--- config.mk ---
export PLATFORM = sky130hd
export DESIGN_NAME = lsu_ctrl_flat
export DESIGN_NICKNAME = d
export VERILOG_FILES = /design/src/rtl/lsu_pkg.sv /design/src/rtl/lsu_if.sv /design/src/rtl/lsu_extend.sv /design/src/rtl/lsu_ctrl.sv /design/src/flat_wrapper.sv
export SDC_FILE = /design/constraint.sdc
export NUM_CORES = 1
export LEC_CHECK = 0
export ABC_AREA = 1
export CAP_MARGIN = 10
export CORE_ASPECT_RATIO = 2
export CORE_MARGIN = 4
export CORE_UTILIZATION = 35
export CTS_BUF_LIST = sky130_fd_sc_hd__clkbuf_2 sky130_fd_sc_hd__clkbuf_4 sky130_fd_sc_hd__clkbuf_8
export DETAILED_ROUTE_END_ITERATION = 10
export PLACE_DENSITY = 0.8
export SYNTH_ARGS = -nofsm -noshare
export SYNTH_HDL_FRONTEND = slang
export SYNTH_SLANG_ARGS = --single-unit
export TNS_END_PERCENT = 20
--- constraint.sdc ---
create_clock -name clock -period 1.7 [get_ports clock]
set_clock_uncertainty 0.1 [all_clocks]
set_input_delay 0.425 -clock clock [delete_from_list [all_inputs] [get_ports clock]]
set_output_delay 0.425 -clock clock [all_outputs]
set_load 0.1 [all_outputs]
--- src/rtl/lsu_pkg.sv ---
// Shared types and constants for the load/store control stage.
package lsu_pkg;

    typedef enum logic [1:0] {
        IDLE,
        ISSUE,
        WAIT,
        RESP
    } state_t;

    localparam logic [2:0] F3_B  = 3'b000;
    localparam logic [2:0] F3_H  = 3'b001;
    localparam logic [2:0] F3_W  = 3'b010;
    localparam logic [2:0] F3_BU = 3'b100;
    localparam logic [2:0] F3_HU = 3'b101;

    localparam logic [31:0] LEN_B = 32'd1;
    localparam logic [31:0] LEN_H = 32'd2;
    localparam logic [31:0] LEN_W = 32'd4;

endpackage

--- src/rtl/lsu_if.sv ---
// EXU request, MemRam access and WBU response signals of the load/store stage.
interface lsu_if #(
    parameter int unsigned XLEN = 32
);
    logic            req_valid;
    logic            req_ready;
    logic            req_store;
    logic [2:0]      req_funct3;
    logic [XLEN-1:0] req_addr;
    logic [XLEN-1:0] req_wdata;
    logic            mem_load;
    logic            mem_store;
    logic [XLEN-1:0] mem_addr;
    logic [31:0]     mem_len;
    logic [XLEN-1:0] mem_wdata;
    logic [XLEN-1:0] mem_rdata;
    logic            resp_valid;
    logic            resp_ready;
    logic [XLEN-1:0] resp_rdata;
    logic            resp_err;

    modport slave (
        input  req_valid, req_store, req_funct3, req_addr, req_wdata, mem_rdata, resp_ready,
        output req_ready, mem_load, mem_store, mem_addr, mem_len, mem_wdata,
               resp_valid, resp_rdata, resp_err
    );

    modport master (
        output req_valid, req_store, req_funct3, req_addr, req_wdata, mem_rdata, resp_ready,
        input  req_ready, mem_load, mem_store, mem_addr, mem_len, mem_wdata,
               resp_valid, resp_rdata, resp_err
    );
endinterface

--- src/rtl/lsu_extend.sv ---
// Combinational decode of a memory op (length, store data, fault flags) and
// sign/zero extension of returned load data.
module lsu_extend
    import lsu_pkg::*;
#(
    parameter int unsigned XLEN = 32
) (
    input  logic            chk_store,
    input  logic [2:0]      chk_funct3,
    input  logic [1:0]      chk_addr_lo,
    input  logic [XLEN-1:0] chk_wdata,
    output logic [31:0]     len,
    output logic [XLEN-1:0] store_data,
    output logic            misaligned,
    output logic            illegal,
    input  logic [2:0]      ext_funct3,
    input  logic [XLEN-1:0] raw_data,
    output logic [XLEN-1:0] load_data
);

    always_comb begin
        len        = LEN_W;
        store_data = chk_wdata;
        misaligned = 1'b0;
        illegal    = 1'b0;
        case (chk_funct3)
            F3_B, F3_BU: begin
                len        = LEN_B;
                store_data = XLEN'(chk_wdata[7:0]);
            end
            F3_H, F3_HU: begin
                len        = LEN_H;
                store_data = XLEN'(chk_wdata[15:0]);
                misaligned = chk_addr_lo[0];
            end
            F3_W:    misaligned = |chk_addr_lo;
            default: illegal = 1'b1;
        endcase
        // Unsigned variants exist only for loads.
        if (chk_store && (chk_funct3 == F3_BU || chk_funct3 == F3_HU))
            illegal = 1'b1;
    end

    always_comb begin
        load_data = raw_data;
        case (ext_funct3)
            F3_B:    load_data = {{(XLEN-8){raw_data[7]}}, raw_data[7:0]};
            F3_H:    load_data = {{(XLEN-16){raw_data[15]}}, raw_data[15:0]};
            F3_BU:   load_data = XLEN'(raw_data[7:0]);
            F3_HU:   load_data = XLEN'(raw_data[15:0]);
            default: load_data = raw_data;
        endcase
    end

endmodule

--- src/rtl/lsu_ctrl.sv ---
// Load/store control stage: accepts one op, strobes MemRam for a single cycle,
// waits out the memory latency and returns extended data or a fault to WBU.
module lsu_ctrl
    import lsu_pkg::*;
#(
    parameter int unsigned XLEN        = 32,
    parameter int unsigned MEM_LATENCY = 1,
    parameter bit          ALLOW_MISAL = 1'b0
) (
    input  logic clock,
    input  logic reset,
    lsu_if.slave bus
);

    localparam int unsigned CNT_W = $clog2(MEM_LATENCY + 1);

    state_t          state, state_nx;
    logic [CNT_W-1:0] cnt;
    logic            store_q;
    logic [2:0]      funct3_q;
    logic [XLEN-1:0] addr_q;
    logic [XLEN-1:0] wdata_q;
    logic [31:0]     len_q;
    logic [XLEN-1:0] rdata_q;
    logic            err_q;

    logic [31:0]     len_c;
    logic [XLEN-1:0] store_data_c;
    logic [XLEN-1:0] load_data_c;
    logic            misal_c;
    logic            illegal_c;
    logic            fault_c;
    logic            accept;
    logic            sample;

    lsu_extend #(.XLEN(XLEN)) u_extend (
        .chk_store   (bus.req_store),
        .chk_funct3  (bus.req_funct3),
        .chk_addr_lo (bus.req_addr[1:0]),
        .chk_wdata   (bus.req_wdata),
        .len         (len_c),
        .store_data  (store_data_c),
        .misaligned  (misal_c),
        .illegal     (illegal_c),
        .ext_funct3  (funct3_q),
        .raw_data    (bus.mem_rdata),
        .load_data   (load_data_c)
    );

    assign accept  = bus.req_valid && (state == IDLE);
    assign fault_c = illegal_c || (misal_c && !ALLOW_MISAL);
    // The sampling edge closes the ISSUE cycle plus MEM_LATENCY-1 WAIT cycles.
    assign sample  = ((state == ISSUE) && (MEM_LATENCY == 1)) ||
                     ((state == WAIT) && (cnt == CNT_W'(MEM_LATENCY - 1)));

    always_comb begin
        state_nx       = state;
        bus.req_ready  = 1'b0;
        bus.mem_load   = 1'b0;
        bus.mem_store  = 1'b0;
        bus.resp_valid = 1'b0;
        bus.resp_err   = 1'b0;
        case (state)
            IDLE: begin
                bus.req_ready = 1'b1;
                if (accept) state_nx = fault_c ? RESP : ISSUE;
            end
            ISSUE: begin
                bus.mem_load  = !store_q;
                bus.mem_store = store_q;
                state_nx      = sample ? RESP : WAIT;
            end
            WAIT: if (sample) state_nx = RESP;
            RESP: begin
                bus.resp_valid = 1'b1;
                bus.resp_err   = err_q;
                if (bus.resp_ready) state_nx = IDLE;
            end
            default: state_nx = IDLE;
        endcase
    end

    assign bus.mem_addr   = addr_q;
    assign bus.mem_wdata  = wdata_q;
    assign bus.mem_len    = len_q;
    assign bus.resp_rdata = rdata_q;

    always_ff @(posedge clock or negedge reset) begin
        if (!reset) begin
            state    <= IDLE;
            cnt      <= '0;
            store_q  <= 1'b0;
            funct3_q <= '0;
            addr_q   <= '0;
            wdata_q  <= '0;
            len_q    <= LEN_W;
            rdata_q  <= '0;
            err_q    <= 1'b0;
        end else begin
            state <= state_nx;
            if (accept) begin
                store_q  <= bus.req_store;
                funct3_q <= bus.req_funct3;
                addr_q   <= bus.req_addr;
                wdata_q  <= store_data_c;
                len_q    <= len_c;
                err_q    <= fault_c;
                rdata_q  <= fault_c ? bus.req_addr : '0;
                cnt      <= '0;
            end
            if (state == ISSUE)
                cnt <= CNT_W'(1);
            else if (state == WAIT)
                cnt <= cnt + CNT_W'(1);
            if (sample)
                rdata_q <= store_q ? '0 : load_data_c;
        end
    end

endmodule

--- src/flat_wrapper.sv ---
// flat-port wrapper written by rule: the top's interface ports become plain ports
module lsu_ctrl_flat import lsu_pkg::*;
#(
    parameter int unsigned XLEN        = 32,
    parameter int unsigned MEM_LATENCY = 1,
    parameter bit          ALLOW_MISAL = 1'b0
)
  (clock, reset, bus_req_valid, bus_req_store, bus_req_funct3, bus_req_addr, bus_req_wdata, bus_mem_rdata, bus_resp_ready, bus_req_ready, bus_mem_load, bus_mem_store, bus_mem_addr, bus_mem_len, bus_mem_wdata, bus_resp_valid, bus_resp_rdata, bus_resp_err);
  lsu_if #(.XLEN(XLEN)) bus_i ();
  input  logic clock;
  input  logic reset;
  input wire logic [$bits(bus_i.req_valid)-1:0] bus_req_valid;
  input wire logic [$bits(bus_i.req_store)-1:0] bus_req_store;
  input wire logic [$bits(bus_i.req_funct3)-1:0] bus_req_funct3;
  input wire logic [$bits(bus_i.req_addr)-1:0] bus_req_addr;
  input wire logic [$bits(bus_i.req_wdata)-1:0] bus_req_wdata;
  input wire logic [$bits(bus_i.mem_rdata)-1:0] bus_mem_rdata;
  input wire logic [$bits(bus_i.resp_ready)-1:0] bus_resp_ready;
  output wire logic [$bits(bus_i.req_ready)-1:0] bus_req_ready;
  output wire logic [$bits(bus_i.mem_load)-1:0] bus_mem_load;
  output wire logic [$bits(bus_i.mem_store)-1:0] bus_mem_store;
  output wire logic [$bits(bus_i.mem_addr)-1:0] bus_mem_addr;
  output wire logic [$bits(bus_i.mem_len)-1:0] bus_mem_len;
  output wire logic [$bits(bus_i.mem_wdata)-1:0] bus_mem_wdata;
  output wire logic [$bits(bus_i.resp_valid)-1:0] bus_resp_valid;
  output wire logic [$bits(bus_i.resp_rdata)-1:0] bus_resp_rdata;
  output wire logic [$bits(bus_i.resp_err)-1:0] bus_resp_err;
  assign bus_i.req_valid = bus_req_valid;
  assign bus_i.req_store = bus_req_store;
  assign bus_i.req_funct3 = bus_req_funct3;
  assign bus_i.req_addr = bus_req_addr;
  assign bus_i.req_wdata = bus_req_wdata;
  assign bus_i.mem_rdata = bus_mem_rdata;
  assign bus_i.resp_ready = bus_resp_ready;
  assign bus_req_ready = bus_i.req_ready;
  assign bus_mem_load = bus_i.mem_load;
  assign bus_mem_store = bus_i.mem_store;
  assign bus_mem_addr = bus_i.mem_addr;
  assign bus_mem_len = bus_i.mem_len;
  assign bus_mem_wdata = bus_i.mem_wdata;
  assign bus_resp_valid = bus_i.resp_valid;
  assign bus_resp_rdata = bus_i.resp_rdata;
  assign bus_resp_err = bus_i.resp_err;
  lsu_ctrl #(.XLEN(XLEN), .MEM_LATENCY(MEM_LATENCY), .ALLOW_MISAL(ALLOW_MISAL)) u_core (.clock(clock), .reset(reset), .bus(bus_i));
endmodule
# Yosys cells after proc, flatten, opt, wreduce, memory -nomap -nowiden
# Cells that the tools add are included.
# word_totals
word_cells,65
ff_bits,136
in_bits,104
output_inout_bits,133
# classes
add_sub_neg,1
n_reduce_logical,17
bitwise,1
mux,24
n_eq_ne,13
# ops
operator,n
$mux W32,4
$pmux W32 S4,1
$pmux W32 S2,1
$eq A3 B3 Y1 const B,4
$mux W1,11
$mux W2,4
$pmux W2 S4,1
$eq A3 B1 Y1 const B,2
$logic_not A3 Y1,2
$pmux W3 S2,1
$reduce_or A2 Y1,3
$reduce_or A5 Y1,1
$eq A2 B2 Y1 const B,2
$ne A2 B1 Y1 const B,2
$eq A3 B2 Y1 const B,1
$logic_and A1 B1 Y1,3
$logic_or A1 B1 Y1,3
$reduce_and A3 Y1,1
$reduce_bool A3 Y1,1
$eq A2 B1 Y1 const B,1
$logic_not A2 Y1,1
$ne A2 B2 Y1 const B,1
$pmux W1 S2,1
$reduce_bool A2 Y1,1
3 further kinds,3

# Logic depth before layout (Yosys ltp)
# logic_depth
word_depth,8
mapped_depth,11
ltp_nobuf,10

# Modules after synthesis
# Synthesis repeated with hierarchy kept, for this count alone.
# unflattened
cells_unflattened,973
area_unflattened_um2,7020.5
# modules_own_cells
mod,area_each_um2,cells_per_inst,instances,seq_area_each_um2
lsu_ctrl,6128.4,801,1,3404.5
lsu_extend,892.1,172,1,0.0

# Worst setup path before layout
# Ideal clock, no wire load.
# synth_timing
path_kind,register to output
start,reg u_core.state[1]
end,out bus_mem_load
required_ns,1.175
path_buffers,0
path_stages_with_launch,5
setup_slack_ns,-0.785
arrival_time_ns,1.960
path_cell_list,dfrtp_1 > inv_1 > ha_1 > inv_2 > nor2_1
# synth_via
elab_chain_len,2
# synth_lines
element,line,source
start: declaration,lsu_ctrl.sv:17,"state_t state, state_nx;"
start signal: assignment,lsu_ctrl.sv:100,state <= state_nx;
$eq A2 B1 Y1,lsu_ctrl.sv:63,case (state)
$mux W1,lsu_ctrl.sv:63,
end: declaration,flat_wrapper.sv:20,output wire logic [$bits(bus_i.mem_load)-1:0] bus_mem_load;
# No other way between the ends.

# Worst setup path after layout
# layout_timing
start,reg u_core.state[0]
end,out bus_resp_err
# layout_via
elab_chain_len,2
# layout_lines
element,line,source
$eq A2 B2 Y1,lsu_ctrl.sv:63,
$mux W1,lsu_ctrl.sv:63,
end: declaration,flat_wrapper.sv:27,output wire logic [$bits(bus_i.resp_err)-1:0] bus_resp_err;
# No other way between the ends.

==> qor.yml <==
timing:
  layout_min_cycle_time_ns: 1.93
  finalWorstSetupSlack_ns: -0.235
  final-hold-violation-count: 0
  setup_viol: 59
  finalCritPeriodShare: 1.14
  rsz0062_at_grt: "true"
  finalMaxSlewViolations: 0
  whs_ns: 0.380
  max_freq_ghz: 0.517
cts:
  cts_sinks: 107
  root_buffer: "clkbuf_8"
  cts_made_buffers: 9
  clockBufferDepth: 2
  clk_latency_ns: 0.37
  htree_levels: 3
  cts.clk_slew.worst_paths_ns: 0.11
  cts_tree: "yes"
global_routing:
  antenna_found_initial: 1
  track_usage: 0.199
  grt_overflow_total: 0
  grtUsageMet3: 0.0367
  top_usage_layer: "met2"
  met1_usage: 0.204
  grt_pass1_wl_microns: 26700
  grt_max_degree: 55
  grt_pass1_vias: 5320
  grtUsageMet2: 0.366
synthesis:
  syn_area_per_cell_sq_um: 7.72
  synth_warnings: 0
  seq_area_frac_synth: 0.504
  synth_top_area_share: 0.500
  synth_largest_area_cell: "dfrtp_1"
  synth_area_leaders: "dfrtp_1 50%, nand2_1 20%, buf_4 5.1%"
  synthesis.area_sq_um: 5310
  synth_cells: 688
  synthArstFlopShare: 1.00
  synth_common_cells: "285 x nand2_1, 106 x dfrtp_1, 63 x nor2_1"
  ys_ff_latch: 107
  yosysUniqueCellTypes: 25
  synthFlopType: "dfrtp_1"
  yosysMostFrequentCell: "nand2_1"
  synth-edff-count: 0
run_status:
  status: "finished with violations"
  violations: "negative setup slack"
critical_path:
  worst_r2r_path_depth: 10
  start_kind: "register"
  cp.required_ns: 1.17
  r2r-end: "u_core.bus.mem_wdata[1]"
  critPathLaunch: "u_core.state[0]"
  rrSetupSlack_ns: -0.17
  crit_arrival_ns: 1.41
  cp-end-kind: "output pin"
  path_max_fanout: 3
  r2r-start: "u_core.state[1]"
  setup.worst_path.class: "reg -> out"
placed_design:
  dp_hpwl_microns: 13200
  pre_cts_ws_ns: -0.209
  globalplace.congestion: 0.851
  numPortBuffers: 207
  dp.cells: 1084
die:
  die-area_sq_um: 17300
  initial_core_util: 0.356
  std_cell_rows: 63
  ioPinCount: 237
  die_w_microns: 95.1
  core-area_sq_um: 14900
  die_h_microns: 182
hold_path:
  hp-class: "in -> async"
job:
  maxCapViolCount: 0
routing:
  wl_microns: 17200
  vias_per_cell: 4.58
  dr.first_iter.drc_count: 139
  antenna_left: 0
  vias: 5102
  dr.pass1.iters: 6
  drc_errors: 0
  routedWlPerCell_microns: 15.4
final_layout:
  fillers: 1196
  final_nets: 1021
  final_cell_count_no_fill: 1113
  drive_gt1_frac: 0.249
  area_growth_pct: 75.3
-- sequential cells by signal (all words and copies together), names as in the netlist --
register and cells:
u_core.err_q 1, u_core.bus.mem_addr 32, u_core.state 2, u_core.funct3_q 3, u_core.bus.mem_len 3, u_core.cnt 1
u_core.bus.resp_rdata 32, u_core.store_q 1, u_core.bus.mem_wdata 32
-- critical path: stages, from the launching register on --
cell and delay, ns:
dfrtp_2 0.45, buf_6 0.13, ha_4 0.16, nand2_4 0.06, clkinvlp_4 0.09, buf_12 0.17
-- worst max-delay path by stage --
stage | slack (ns) | end
6_report | -0.23 | bus_resp_err
2_1_floorplan | -0.06 | bus_resp_err
4_1_cts | -0.26 | bus_resp_err
3_5_place_dp | -0.21 | u_core.bus.resp_rdata[19]
3_3_place_gp | -0.17 | u_core.bus.resp_rdata[11]
5_1_grt | -0.30 | bus_mem_load
-- cell usage in the layout, fill, tap and decap left out, types with 2 or more instances in the layout --
cell type,count
clkdlybuf4s50_1,102
ha_4,3
o21ai_0,36
inv_1,40
dfrtp_2,2
clkinvlp_4,4
nand2_2,21
nand2_8,2
nor2_4,3
bufinv_16,2
inv_6,3
nand2_4,4
nor2_2,9
nor2_1,60
a21oi_1,8
dfrtp_1,104
inv_4,2
a22o_1,8
inv_2,7
conb_1,29
buf_6,8
buf_4,18
inv_8,2
o21ai_1,13
nand2_1,264
nand3_1,20
buf_12,116
ha_1,2
o21ai_2,4
clkbuf_8,9
a21oi_2,2
-- through the flow --
| step | utilization | TNS (ns) | area (sq um) |
|---|---|---|---|
| finish | 0.625 | -4.61 | 9310 |
| global route | 0.625 | -10.09 | 9310 |
| CTS | 0.609 | -2.15 | 9080 |
| detailed placement | 0.586 | -11.51 | 8730 |
| global placement | 0.586 | -8.93 | 8730 |
| floorplan | - | -0.380 | 5480 |
-- cell type report --
cell class	count	area, sq um	area share
clock inverters	7	105	0.0113
multi-input cells	493	2300	0.247
flip-flops and latches	107	2680	0.288
inverters	54	231	0.0249
diodes	1	2.50	0.000269
repair buffers	247	3620	0.389
clock buffers	9	124	0.0133
well taps	195	244	0.0262
-- logic make-up after synthesis --
logic type               share of synthesized area
AND/OR/NAND/NOR                              0.289
buffers and inverters                        0.118
flip-flops                                   0.504
AO/OA/AOI/OAI                               0.0763
adder cells (fa/ha/maj)                     0.0118
other                                     0.000706
-- per-layer routing --
| metal | wire (microns) | share of wire |
|---|---|---|
| met1 | 5990 | 0.35 |
| met2 | 9280 | 0.54 |
| met3 | 855 | 0.050 |
| met4 | 1040 | 0.060 |
| met5 | 0 | 0 |
-- repair_timing --
action,4_1_cts,5_1_grt
hold endpoints to repair,19,0
hold buffers,1,0
setup endpoints to repair,37,90
setup buffers,5,5
pin swaps,1,2
cloned,0,1
resized for setup,21,62
Power is not shown: default switching activity piles up to over one toggle a cycle in this logic, so the estimate is an artifact.
